==> config.mk <==
export PLATFORM = sky130hd
export DESIGN_NAME = fetch_stage
export DESIGN_NICKNAME = d
export VERILOG_FILES = /design/src/rtl/fetch_stage.sv
export SDC_FILE = /design/constraint.sdc
export NUM_CORES = 1
export LEC_CHECK = 0
export ABC_AREA = 1
export CAP_MARGIN = 0
export CORE_ASPECT_RATIO = 0.7
export CORE_MARGIN = 2
export CORE_UTILIZATION = 45
export CTS_BUF_LIST = sky130_fd_sc_hd__clkbuf_8
export DETAILED_ROUTE_END_ITERATION = 12
export PLACE_DENSITY = 0.86
export SLEW_MARGIN = 20
export SYNTH_ARGS = -nofsm -noshare
export SYNTH_HDL_FRONTEND = slang
export SYNTH_SLANG_ARGS = --single-unit
==> constraint.sdc <==
create_clock -name clk -period 3.34 [get_ports clk]
set_input_delay 0.668 -clock clk [delete_from_list [all_inputs] [get_ports clk]]
set_output_delay 0.668 -clock clk [all_outputs]
set_load 0.02 [all_outputs]
==> src/rtl/fetch_stage.sv <==
// rtl/fetch_stage.sv - instruction fetch stage: PC register, single-outstanding imem request, IF/ID payload (optional FETCH_MISALIGN_TRAP_EN)
module fetch_stage #(
    parameter logic [31:0] RESET_PC = 32'h0000_0000
) (
    input  logic        clk,
    input  logic        rst_n,
    input  logic [31:0] new_pc_i,
    input  logic        redirect_i,
    output logic [31:0] cur_pc_o,
    output logic        imem_req_valid,
    input  logic        imem_req_ready,
    output logic [31:0] imem_req_addr,
    input  logic        imem_resp_valid,
    input  logic [31:0] imem_resp_data,
    output logic        if_valid,
    input  logic        if_ready,
    output logic [31:0] if_pc,
    output logic [31:0] if_instr,
    output logic        fetch_fault_o
);

    typedef enum logic [2:0] {
        IDLE = 3'd0,
        REQ  = 3'd1,
        WAIT = 3'd2,
        HOLD = 3'd3
`ifdef FETCH_MISALIGN_TRAP_EN
        , FAULT = 3'd4
`endif
    } state_t;

    state_t      state;
    state_t      nxt_state;
    logic [31:0] pc;
    logic [31:0] nxt_pc;
    logic        drop;
    logic        nxt_drop;
    logic        load_payload;

    always_comb begin
        nxt_state    = state;
        nxt_pc       = pc;
        nxt_drop     = drop;
        load_payload = 1'b0;
        case (state)
            IDLE: begin
                nxt_state = REQ;
                if (redirect_i) nxt_pc = new_pc_i;
            end
            REQ: begin
                if (redirect_i) begin
                    nxt_pc = new_pc_i;
                    // an accepted request for the old PC must have its response thrown away
                    if (imem_req_ready) begin
                        nxt_drop  = 1'b1;
                        nxt_state = WAIT;
                    end
                end else if (imem_req_ready) begin
                    nxt_state = WAIT;
                end
            end
            WAIT: begin
                if (imem_resp_valid) begin
                    nxt_state = REQ;
                    nxt_drop  = 1'b0;
                    if (redirect_i) begin
                        nxt_pc = new_pc_i;
                    end else if (!drop) begin
                        load_payload = 1'b1;
                        nxt_state    = HOLD;
                    end
                end else if (redirect_i) begin
                    nxt_pc   = new_pc_i;
                    nxt_drop = 1'b1;
                end
            end
            HOLD: begin
                if (redirect_i || if_ready) begin
                    nxt_pc    = new_pc_i;
                    nxt_state = REQ;
                end
            end
`ifdef FETCH_MISALIGN_TRAP_EN
            FAULT: begin
                if (redirect_i) begin
                    nxt_pc    = new_pc_i;
                    nxt_state = REQ;
                end
            end
`endif
            default: nxt_state = IDLE;
        endcase
`ifdef FETCH_MISALIGN_TRAP_EN
        // a misaligned PC never reaches memory
        if (nxt_state == REQ && nxt_pc[1:0] != 2'b00) nxt_state = FAULT;
`endif
    end

    always_ff @(posedge clk or negedge rst_n) begin
        if (!rst_n) begin
            state    <= IDLE;
            pc       <= RESET_PC;
            drop     <= 1'b0;
            if_pc    <= 32'h0;
            if_instr <= 32'h0;
        end else begin
            state <= nxt_state;
            pc    <= nxt_pc;
            drop  <= nxt_drop;
            if (load_payload) begin
                if_pc    <= pc;
                if_instr <= imem_resp_data;
            end
`ifdef FETCH_MISALIGN_TRAP_EN
            else if (nxt_state == FAULT) begin
                if_pc <= nxt_pc;
            end
`endif
        end
    end

    assign cur_pc_o       = pc;
    assign imem_req_valid = (state == REQ);
    assign if_valid       = (state == HOLD);
`ifdef FETCH_MISALIGN_TRAP_EN
    assign imem_req_addr  = pc;
    assign fetch_fault_o  = (state == FAULT);
`else
    assign imem_req_addr  = {pc[31:2], 2'b00};
    assign fetch_fault_o  = 1'b0;
`endif

endmodule
Yosys cells after proc, flatten, opt, wreduce, memory -nomap -nowiden
Index checks and enable logic that the tools add are counted.
- register bits: 100
- word-level logic and storage cells: 40
- output and inout bits: 131
- reductions and logical operators: 8
- muxes and demuxes: 18
- eq/ne operators: 9
- operator list (operator ; number):
    2-to-1 mux 32 bit ; 2
    one-hot mux 32 bit (2 select lines) ; 1
    one-hot mux 3 bit (4 select lines) ; 1
    2-to-1 mux 3 bit ; 3
    2-to-1 mux 1 bit ; 8
    == test 3 x 2 -> 1 bit, second input constant ; 2
    inequality test 2 x 1 -> 1 bit, second input constant ; 3
    AND reduction 3 bit ; 2
    2-to-1 mux 2 bit ; 2
    inequality test 2 bit, second input constant ; 2
    AND reduction 4 bit ; 1
    nonzero test 2 bit ; 2
    == test 3 x 1 -> 1 bit, second input constant ; 1
    logical NOT 3 bit ; 1
    inequality test 3 bit, second input constant ; 1
    OR reduction 3 bit ; 1
    one-hot mux 1 bit (2 select lines) ; 1
    logical OR 1 bit ; 1

Depth between registers and ports, before layout
Gate-level depths: netlist of run 1.
- word-level depth: 4
- mapped depth: 7
- gate-level depth less buffers: 6

Worst setup path after synthesis of run 1
Ideal clock, no wire load.
- kind: register to output
- from: register state[1]
- to: output port imem_req_valid
- cell stages (with the launch flop): 2
- arrival: 781 ps
- buffers on the path: 0
- setup slack: 1891 ps
- data required time: 2672 ps
- path through: dfrtp_1 -> nor2_1
- cells in the longest elaborated chain, start to end: 1
- RTL lines (element ; line ; RTL):
    start: declaration ; 32 ; state_t state;
    start signal: assignment ; 107 ; state <= nxt_state;
    == test 3 x 1 -> 1 bit ; 123 ; assign imem_req_valid = (state == REQ);
    end: declaration ; 10 ; output logic imem_req_valid,
No other way between the ends.

Final worst setup path of run 1
Ends and elaborated chain as after synthesis.

==> results of run 1 <==
[worst reg2reg max path: cells and delay by family (launching register included)]
kind / cells / cell delay (ns)
AND/OR/NAND/NOR: 5 / 1.26
flip-flops: 1 / 0.40
buffers and inverters: 1 / 0.13
[power groups by stage]
| stage | Clock [uW] | Sequential [uW] | Combinational, uW |
|---|---|---|---|
| 2_1_floorplan | 0 | 2520 | 879 |
| 3_3_place_gp | 0 | 1990 | 2630 |
| 3_5_place_dp | 0 | 2010 | 2700 |
| 4_1_cts | 864 | 1990 | 2700 |
| 5_1_grt | 919 | 2050 | 2860 |
| 6_report | 845 | 1990 | 2670 |
[cell usage in the layout, fill, tap and decap left out, types with 3 or more instances in the layout]
cell             instances
dfrtp_1                 99
nand2_1                199
clkbuf_8                11
nand3_2                 10
conb_1                   3
clkdlybuf4s50_1        196
nand3_1                 88
buf_4                    5
inv_1                    7
nand2_2                  3
[per-stage QoR]
| stage | power, uW | cell area (um^2) |
|---|---|---|
| 3_3_place_gp | 4620 | 6080 |
| 5_1_grt | 5830 | 6310 |
| 2_1_floorplan | 3400 | 4340 |
| 3_5_place_dp | 4700 | 6080 |
| 6_report | 5510 | 6310 |
| 4_1_cts | 5550 | 6310 |
[kinds of logic (layout without fill, tap and decap cells)]
| logic type | Yosys count | after routing |
|---|---|---|
| other | 1 | 3 |
| flip-flops | 99 | 99 |
| buffers and inverters | 69 | 226 |
| AO/OA/AOI/OAI | 4 | 4 |
| AND/OR/NAND/NOR | 305 | 305 |
[area by class of cell]
type | count | area share [%]
multi-input combinational | 312 | 21.9
sequential | 99 | 39.3
tap | 124 | 2.46
clock buffer | 11 | 2.40
inverter | 7 | 0.417
timing repair buffer | 203 | 32.3
clock inverter | 5 | 1.21
[worst max-delay path by stage]
stage	start	to	slack (ns)	cells after the start
final	state[1]	imem_req_valid	1.04	2
after detailed placement	imem_resp_valid	if_instr[13]	0.82	6
after global routing	state[1]	imem_req_valid	0.95	2
after CTS	state[1]	imem_req_valid	1.01	2
after floorplan	state[1]	imem_req_valid	1.89	1
after global placement	imem_resp_valid	if_instr[12]	0.94	6
[registers in the layout, summed over array words and instances, names as in the netlist]
register / count
state: 2
if_instr: 32
if_pc: 32
cur_pc_o: 32
drop: 1
[cell usage after synthesis]
library cell	count	area share [%]
buf_4	42	7.3
nor2_2	1	0.14
clkbuf_1	4	0.35
nand3_2	10	2.3
buf_6	6	1.6
nand2_4	1	0.26
o21ai_0	1	0.12
buf_1	2	0.17
dfrtp_1	99	57
conb_1	1	0.087
inv_1	6	0.52
nand3_1	88	10
nor2_4	1	0.26
nand2_1	199	17
nor2_1	2	0.17
inv_2	1	0.087
o21a_1	1	0.17
nand2_2	3	0.43
buf_12	1	0.46
a21oi_1	2	0.23
buf_2	7	0.81
[metal layers]
metal	track usage, %	vias to the layer above	wire, um
met5	0	-	0
met3	7.18	9	1240
met1	28.9	1841	4670
li1	-	1788	-
met4	4.60	0	98
met2	38.8	197	5760
==> run metrics, run 1 <==
Routed Antenna Nets=0; Routed WL per cell=15.5 um; Setup Slack @ Placement=0.822 ns; CTS tree=done; synthesized instance count=478; later-pin clock latency in the skew report=0.35 ns; Crit path required time=2.67 ns; switch share=39.6%; fin crit period=2.30 ns; Post-Synth XOR/XNOR Area=0%; Starting Density=47.0%; Lkg Pwr=0.00305 uW; layout cell share with drive strength beyond 1=6.12%; post-synthesis mux area share=0%; Final Max Tran Viols=0; CTS Sinks=99; simple-gate area share of the yosys netlist=31.0%; Core Footprint=9220 um^2; CP Launch Type=flop; Crit path max-delay family=buffers and inverters; part of the power in registers=36.1%; full die area=10,400 um^2; grt total ovfl=0; CTS Hold Bufs=0; CTS clk-pin slew, worst paths=0.09 ns; sequential share of the synthesized area=57.2%; Pint=3330 uW; final setup margin=1.04 ns; Filler Cells Inserted=734; Layout Cells excl Fill=761; Die Width=121 um; GP Congestion=0.776; combinational family with the most area after synthesis=simple AND/OR/NAND/NOR gates; overall routing resource usage=22.8%; worst hold path type=input port to async pin; Adder-Cell Fraction of Synth Area=0%; worst reg2reg setup slack=1.45 ns; Crit-path slowest cell=clkdlybuf4s50_1; Clock Path Buffers=2; Max IR drop VDD=422 uV; drt drc=0; period utilization=69.0%; Compound-Gate Fraction of Synth Area=0.520%; root buf cell=clkbuf_8; Final Hold Viols=0; Post-layout nets=702; Logic pwr share=48.5%; Fmax achieved=434 MHz; Buffers & Inverters on Critical Path=1; Rows=29; register area=2480 um^2; final core occ=68.4%; initial antenna violation count=0; outcome=finished clean; count of cells resized by post-cts repair=0; CP peak stage delay=0.66 ns; post-synthesis cell area=4330 um^2; DP Cell Count=745; overall die height=86.1 um; Rel. slew slack=56.3%; Post-Route WL=11,800 um; Clk pwr share=15.3%; RSZ-0062 raised after global routing=false; Pre-antenna DRT Iters=5; CP max FO=6; PwrDens=873 nW/um^2; Synth-to-Final Area Change=45.6%; Vias=3,835; Clock Skews=0.00992 ns; vias in the first global route=3,639; Setup Viol. Count Final=0; Port-buffer cells=197; Multi-input gate area=1380 um^2; Max-Cap Viols=0; reg-to-reg startpoint=state[0]; Slew @ Worst Pin=0.655 ns; worst hold slack=0.337 ns; largest net degree at the start of global routing=65; worst reg2reg endpoint=if_instr[13]; CP Class=flop to output port; register bit total from synthesis=99; hpwl dp=8300 um; endpoint class of the critical path=output port; Reg2Reg Depth=6; Num CTS Buffers=9; worst-path cell chain=nor2_1 -> clkdlybuf4s50_1; vias per inst=5.04; Yosys cell types=21; post-synthesis area per instance=9.06 um^2; CP Data Arrival Time=1.64 ns; iteration-0 DRC count of the detailed router=213; first-pass GRT wire length=18,600 um; net switching power=2180 uW; n_diodes=0; final setup TNS=0 ns; Ports=201; synth warn=0; post-CTS setup buffers=0; H-tree levels=3
Note: power is estimated with default switching activity, not from simulation.
==> run 2, diff against run 1 <==
--- a/config.mk
+++ b/config.mk
@@ -9,10 +9,10 @@
 export CAP_MARGIN = 0
 export CORE_ASPECT_RATIO = 0.7
 export CORE_MARGIN = 2
-export CORE_UTILIZATION = 45
+export CORE_UTILIZATION = 39
 export CTS_BUF_LIST = sky130_fd_sc_hd__clkbuf_8
 export DETAILED_ROUTE_END_ITERATION = 12
-export PLACE_DENSITY = 0.86
+export PLACE_DENSITY = 0.79
 export SLEW_MARGIN = 20
 export SYNTH_ARGS = -nofsm -noshare
 export SYNTH_HDL_FRONTEND = slang
==> constraint.sdc (replaced) <==
create_clock -name clk -period 1.9 [get_ports clk]
set_input_delay 0.38 -clock clk [delete_from_list [all_inputs] [get_ports clk]]
set_output_delay 0.38 -clock clk [all_outputs]
set_load 0.02 [all_outputs]
==> run metrics, run 2 (synthesized netlist as in run 1, its figures left out) <==
later-pin clock latency in the skew report=0.36 ns (about the same); outcome=finished clean; GP Congestion=0.778 (+0.28%); worst hold path type=input port to async pin; Die Width=130 um (+7.2%); vias per inst=4.76 (-5.5%); Pint=5670 uW (+70%); switch share=40.5% (+0.90 points); Final Hold Viols=0 (unchanged); Max-Cap Viols=0 (unchanged); CP peak stage delay=0.66 ns (about the same); final setup margin=0.0628 ns (-0.973 ns); CTS Sinks=99 (unchanged); root buf cell=clkbuf_8; drt drc=0 (unchanged); Lkg Pwr=0.00309 uW (+1.4%); fin crit period=1.84 ns; Routed Antenna Nets=0 (unchanged); worst-path cell chain=clkdlybuf4s50_1; Pre-antenna DRT Iters=5 (unchanged); Ports=201 (unchanged); CP max FO=4 (-2); largest net degree at the start of global routing=100 (+54%); Max IR drop VDD=660 uV (+56%); initial antenna violation count=0 (unchanged); Crit-path slowest cell=clkdlybuf4s50_1; PwrDens=1490 nW/um^2 (+71%); worst reg2reg setup slack=0.54 ns (-0.91 ns); Rel. slew slack=65.3% (+8.9 points); CP Data Arrival Time=1.46 ns (-0.18 ns); net switching power=3850 uW (+77%); part of the power in registers=37.1% (+1.0 points); Synth-to-Final Area Change=47.0%; Port-buffer cells=197 (unchanged); reg-to-reg startpoint=state[0]; Post-DP Area=6190 um^2 (+1.7%); Crit path max-delay family=buffers and inverters; CP Launch Type=flop; Slew @ Worst Pin=0.521 ns (-0.134 ns); H-tree levels=3 (unchanged); Crit path required time=1.52 ns (-1.15 ns); overall routing resource usage=20.4% (-2.3 points); final core occ=58.3% (-10 points); grt total ovfl=0 (unchanged); full die area=12,000 um^2 (+15%); Rows=32 (+10%); CTS clk-pin slew, worst paths=0.09 ns (about the same); Vias=3,789 (-1.2%); Final Max Tran Viols=0 (unchanged); endpoint class of the critical path=output port; Starting Density=39.6% (-7.4 points); commonest non-fill, non-tap cell in the layout=nand2_1; CTS Hold Bufs=0 (unchanged); n_diodes=0 (unchanged); CP Class=flop to output port; Clock Path Buffers=2 (unchanged); period utilization=96.7%; commonest cells after routing, fill and taps aside=nand2_1 (199), clkdlybuf4s50_1 (193), dfrtp_1 (99), nand3_1 (88), nand3_2 (10); Reg2Reg Depth=7 (+1); Final Cell Area=6370 um^2 (+1.0%); RSZ-0062 raised after global routing=false; Fmax achieved=544 MHz; final setup TNS=0 ns (unchanged); Setup Slack @ Placement=0.222 ns (-0.600 ns); layout cell share with drive strength beyond 1=6.84% (+0.72 points); Post-Route WL=11,800 um (about the same); post-CTS setup buffers=0 (unchanged); worst reg2reg endpoint=if_pc[18]; CTS tree=done; iteration-0 DRC count of the detailed router=197 (-7.5%); Core Footprint=10,900 um^2 (+19%); Logic pwr share=49.4% (+0.9 points); Buffers & Inverters on Critical Path=1 (unchanged); vias in the first global route=3,765 (+3.5%); Setup Viol. Count Final=0 (unchanged); Num CTS Buffers=9 (unchanged); Overall Power=9520 uW (+73%); Clk pwr share=13.6% (-1.7 points); Routed WL per cell=14.8 um (-4.4%); Clock Skews=0.00642 ns (-0.00350 ns); hpwl dp=8220 um (-0.90%); first-pass GRT wire length=19,000 um (+2.2%); Post-layout nets=708 (+0.85%); Filler Cells Inserted=938 (+28%); overall die height=92.2 um (+7.1%)
run 2: cell count changes in the layout (fill, tap and decap cells not counted), sizes merged:
cell           delta
clkinvlp          -1
clkbuf            -2
clkinv            +3
bufinv            -1
buf               +6
clkdlybuf4s50     -3
dlymetal6s2s      +1
dlygate4sd2       +2
inv               +1
run 2: how the worst max path moves through the flow:
stage | startpoint | end | cells past startpoint
finish | cur_pc_o[29] | imem_req_addr[29] | 1
global route | cur_pc_o[13] | imem_req_addr[13] | 1
CTS | cur_pc_o[13] | imem_req_addr[13] | 1
detailed placement | imem_resp_valid | if_pc[19] | 6
global placement | imem_resp_valid | if_instr[21] | 7
floorplan | state[1] | cur_pc_o[10] | 6
run 2: per-stage QoR:
step,hold WS (ns),cells
after floorplan,0.0844,480
after global placement,0.454,780
after detailed placement,0.458,780
after CTS,0.0805,796
after global routing,0.0854,796
final,0.0551,796
run 2: timing repair:
action | CTS | global route
endpoints found under the setup margin | 2 | 2
gates resized for setup | 2 | 1
hold endpoints to repair | 0 | 0
run 2: cell type report:
| type | instances | area (um^2) | share of cell area [%] |
|---|---|---|---|
| Clock buffer | 9 | 124 | 1.94 |
| Clock inverter | 7 | 61.3 | 0.962 |
| Inverter | 7 | 26.3 | 0.412 |
| Multi-Input combinational cell | 312 | 1380 | 21.7 |
| Sequential cell | 99 | 2480 | 38.9 |
| Tap cell | 153 | 191 | 3.00 |
| Timing Repair Buffer | 209 | 2110 | 33.1 |
run 2: power groups by stage:
stage / logic (uW) / registers (uW) / clock network, uW
2_1_floorplan: 1540 / 4420 / 0
3_3_place_gp: 4670 / 3520 / 0
3_5_place_dp: 4760 / 3550 / 0
4_1_cts: 4750 / 3530 / 1340
5_1_grt: 5060 / 3640 / 1430
6_report: 4700 / 3530 / 1290
run 2: layer usage:
metal  vias up  track usage [%]  wire length [um]
met4         0             5.11               130
met2       165             32.8              5490
met5         -                0                 0
met3        12             6.59              1030
li1       1799                -                 -
met1      1813             26.9              5110
==> run 3, diff against run 2 <==
--- a/config.mk
+++ b/config.mk
@@ -12,7 +12,9 @@
 export CORE_UTILIZATION = 39
 export CTS_BUF_LIST = sky130_fd_sc_hd__clkbuf_8
 export DETAILED_ROUTE_END_ITERATION = 12
+export GPL_ROUTABILITY_DRIVEN = 0
 export PLACE_DENSITY = 0.79
+export SKIP_CTS_REPAIR_TIMING = 1
 export SLEW_MARGIN = 20
 export SYNTH_ARGS = -nofsm -noshare
 export SYNTH_HDL_FRONTEND = slang
==> run metrics, run 3 (synthesized netlist as in run 1, its figures left out) <==
worst reg2reg endpoint=if_pc[18]; worst reg2reg setup slack=0.55 ns (about the same); iteration-0 DRC count of the detailed router=200 (+1.5%); largest net degree at the start of global routing=100 (unchanged); Crit path required time=1.52 ns (about the same); hpwl dp=8220 um (unchanged); Rows=32 (unchanged); Synth-to-Final Area Change=47.2%; root buf cell=clkbuf_8; Max-Cap Viols=0 (unchanged); Routed WL per cell=14.8 um (+0.15%); Routed Antenna Nets=0 (unchanged); Crit-path slowest cell=clkdlybuf4s50_1; stages on the worst setup path=1 (unchanged); vias in the first global route=3,765 (unchanged); Final Hold Viols=0 (unchanged); Port-buffer cells=197 (unchanged); CP Data Arrival Time=1.46 ns (about the same); worst hold path type=input port to async pin; Post-Route WL=11,800 um (+0.15%); Pre-antenna DRT Iters=5 (unchanged); Clock Path Buffers=2 (unchanged); final core occ=58.4% (+0.080 points); Clock Skews=0.00611 ns (-0.000317 ns); CP Class=flop to output port; vias per inst=4.76 (about the same); drt drc=0 (unchanged); Final Max Tran Viols=0 (unchanged); RSZ-0062 raised after global routing=false; Setup Viol. Count Final=0 (unchanged); worst hold slack=0.0563 ns (+0.00118 ns); Slew @ Worst Pin=0.520 ns (-0.000533 ns); fin crit period=1.84 ns (-0.000628 ns); Core Footprint=10,900 um^2 (unchanged); CP peak stage delay=0.66 ns (about the same); DP Cell Count=780 (unchanged); Max IR drop VDD=659 uV (-0.25%); worst-path cell chain=clkdlybuf4s50_1; CTS tree=done; Starting Density=39.6% (unchanged); grt total ovfl=0 (unchanged); Layout Cells excl Fill=796 (unchanged); CP max FO=4 (unchanged); layout cell share with drive strength beyond 1=7.00% (+0.16 points); commonest non-fill, non-tap cell in the layout=nand2_1; Worst Setup SP=cur_pc_o[29]; worst setup path endpoint=imem_req_addr[29]; initial antenna violation count=0 (unchanged); Crit path max-delay family=buffers and inverters; later-pin clock latency in the skew report=0.36 ns (about the same); Lkg Pwr=0.00311 uW (+0.60%); Buffers & Inverters on Critical Path=1 (unchanged); outcome=finished clean; CTS Sinks=99 (unchanged); H-tree levels=3 (unchanged); period utilization=96.7% (about the same); reg-to-reg startpoint=state[0]; Num CTS Buffers=9 (unchanged); full die area=12,000 um^2 (unchanged); n_diodes=0 (unchanged); overall routing resource usage=20.4% (about the same); endpoint class of the critical path=output port; Post-layout nets=708 (unchanged); PwrDens=1490 nW/um^2 (about the same); Rel. slew slack=65.3% (about the same); Reg2Reg Depth=7 (unchanged); CTS clk-pin slew, worst paths=0.09 ns (about the same); commonest cells after routing, fill and taps aside=nand2_1 (199), clkdlybuf4s50_1 (193), dfrtp_1 (98), nand3_1 (88), nand3_2 (10); first-pass GRT wire length=19,000 um (about the same); Vias=3,788 (-0.026%); overall die height=92.2 um (unchanged); Fmax achieved=544 MHz (about the same); Ports=201 (unchanged); Die Width=130 um (unchanged); CP Launch Type=flop
-- run 3: changes by cell type in the layout (fill, tap and decap cells not counted) --
cell            before  now
dfrtp_1             99   98
dlymetal6s2s_1       1    3
dlygate4sd2_1        2    0
dfrtp_2              0    1
-- run 3: final cells by class --
class	instances	area, um^2
fill	938	4550
sequential	99	2480
timing repair buffer	209	2120
multi-input combinational	312	1380
tap	153	191
clock buffer	9	124
clock inverter	7	61.3
inverter	7	26.3
-- run 3: power by group --
group | internal, uW | leakage, uW | switching (uW)
Combinational | 2160 | 0.00177 | 2550
Sequential | 2930 | 0.00124 | 605
Clock | 595 | 0.000105 | 696
Total | 5680 | 0.00311 | 3850
-- run 3: per-layer routing --
metal  vias up  GRT usage, %  wire (um)
met5         -             0          0
met4         0          5.11        130
met3        12          6.59       1020
met2       161          32.8       5480
met1      1815          26.9       5160
li1       1800             -          -
-- run 3: through the flow --
step / setup WS (ns) / setup TNS, ns / power [uW] / cell area [um^2]
floorplan: 0.738 / 0 / 5970 / 4340
global placement: 0.255 / 0 / 8190 / 6190
detailed placement: 0.222 / 0 / 8310 / 6190
CTS: -0.155 / -0.240 / 9640 / 6370
global route: 0.0000777 / 0 / 10100 / 6380
finish: 0.0634 / 0 / 9540 / 6380
-- run 3: worst min-delay path by stage --
| stage | startpoint | to | slack (ns) | cells past startpoint |
|---|---|---|---|---|
| 2_1_floorplan | rst_n | cur_pc_o[0] | 0.08 | 0 |
| 3_3_place_gp | if_pc[16] | if_pc[16] | 0.45 | 2 |
| 3_5_place_dp | if_instr[7] | if_instr[7] | 0.46 | 2 |
| 4_1_cts | rst_n | cur_pc_o[2] | 0.08 | 2 |
| 5_1_grt | rst_n | cur_pc_o[2] | 0.09 | 2 |
| 6_report | rst_n | if_pc[7] | 0.06 | 2 |
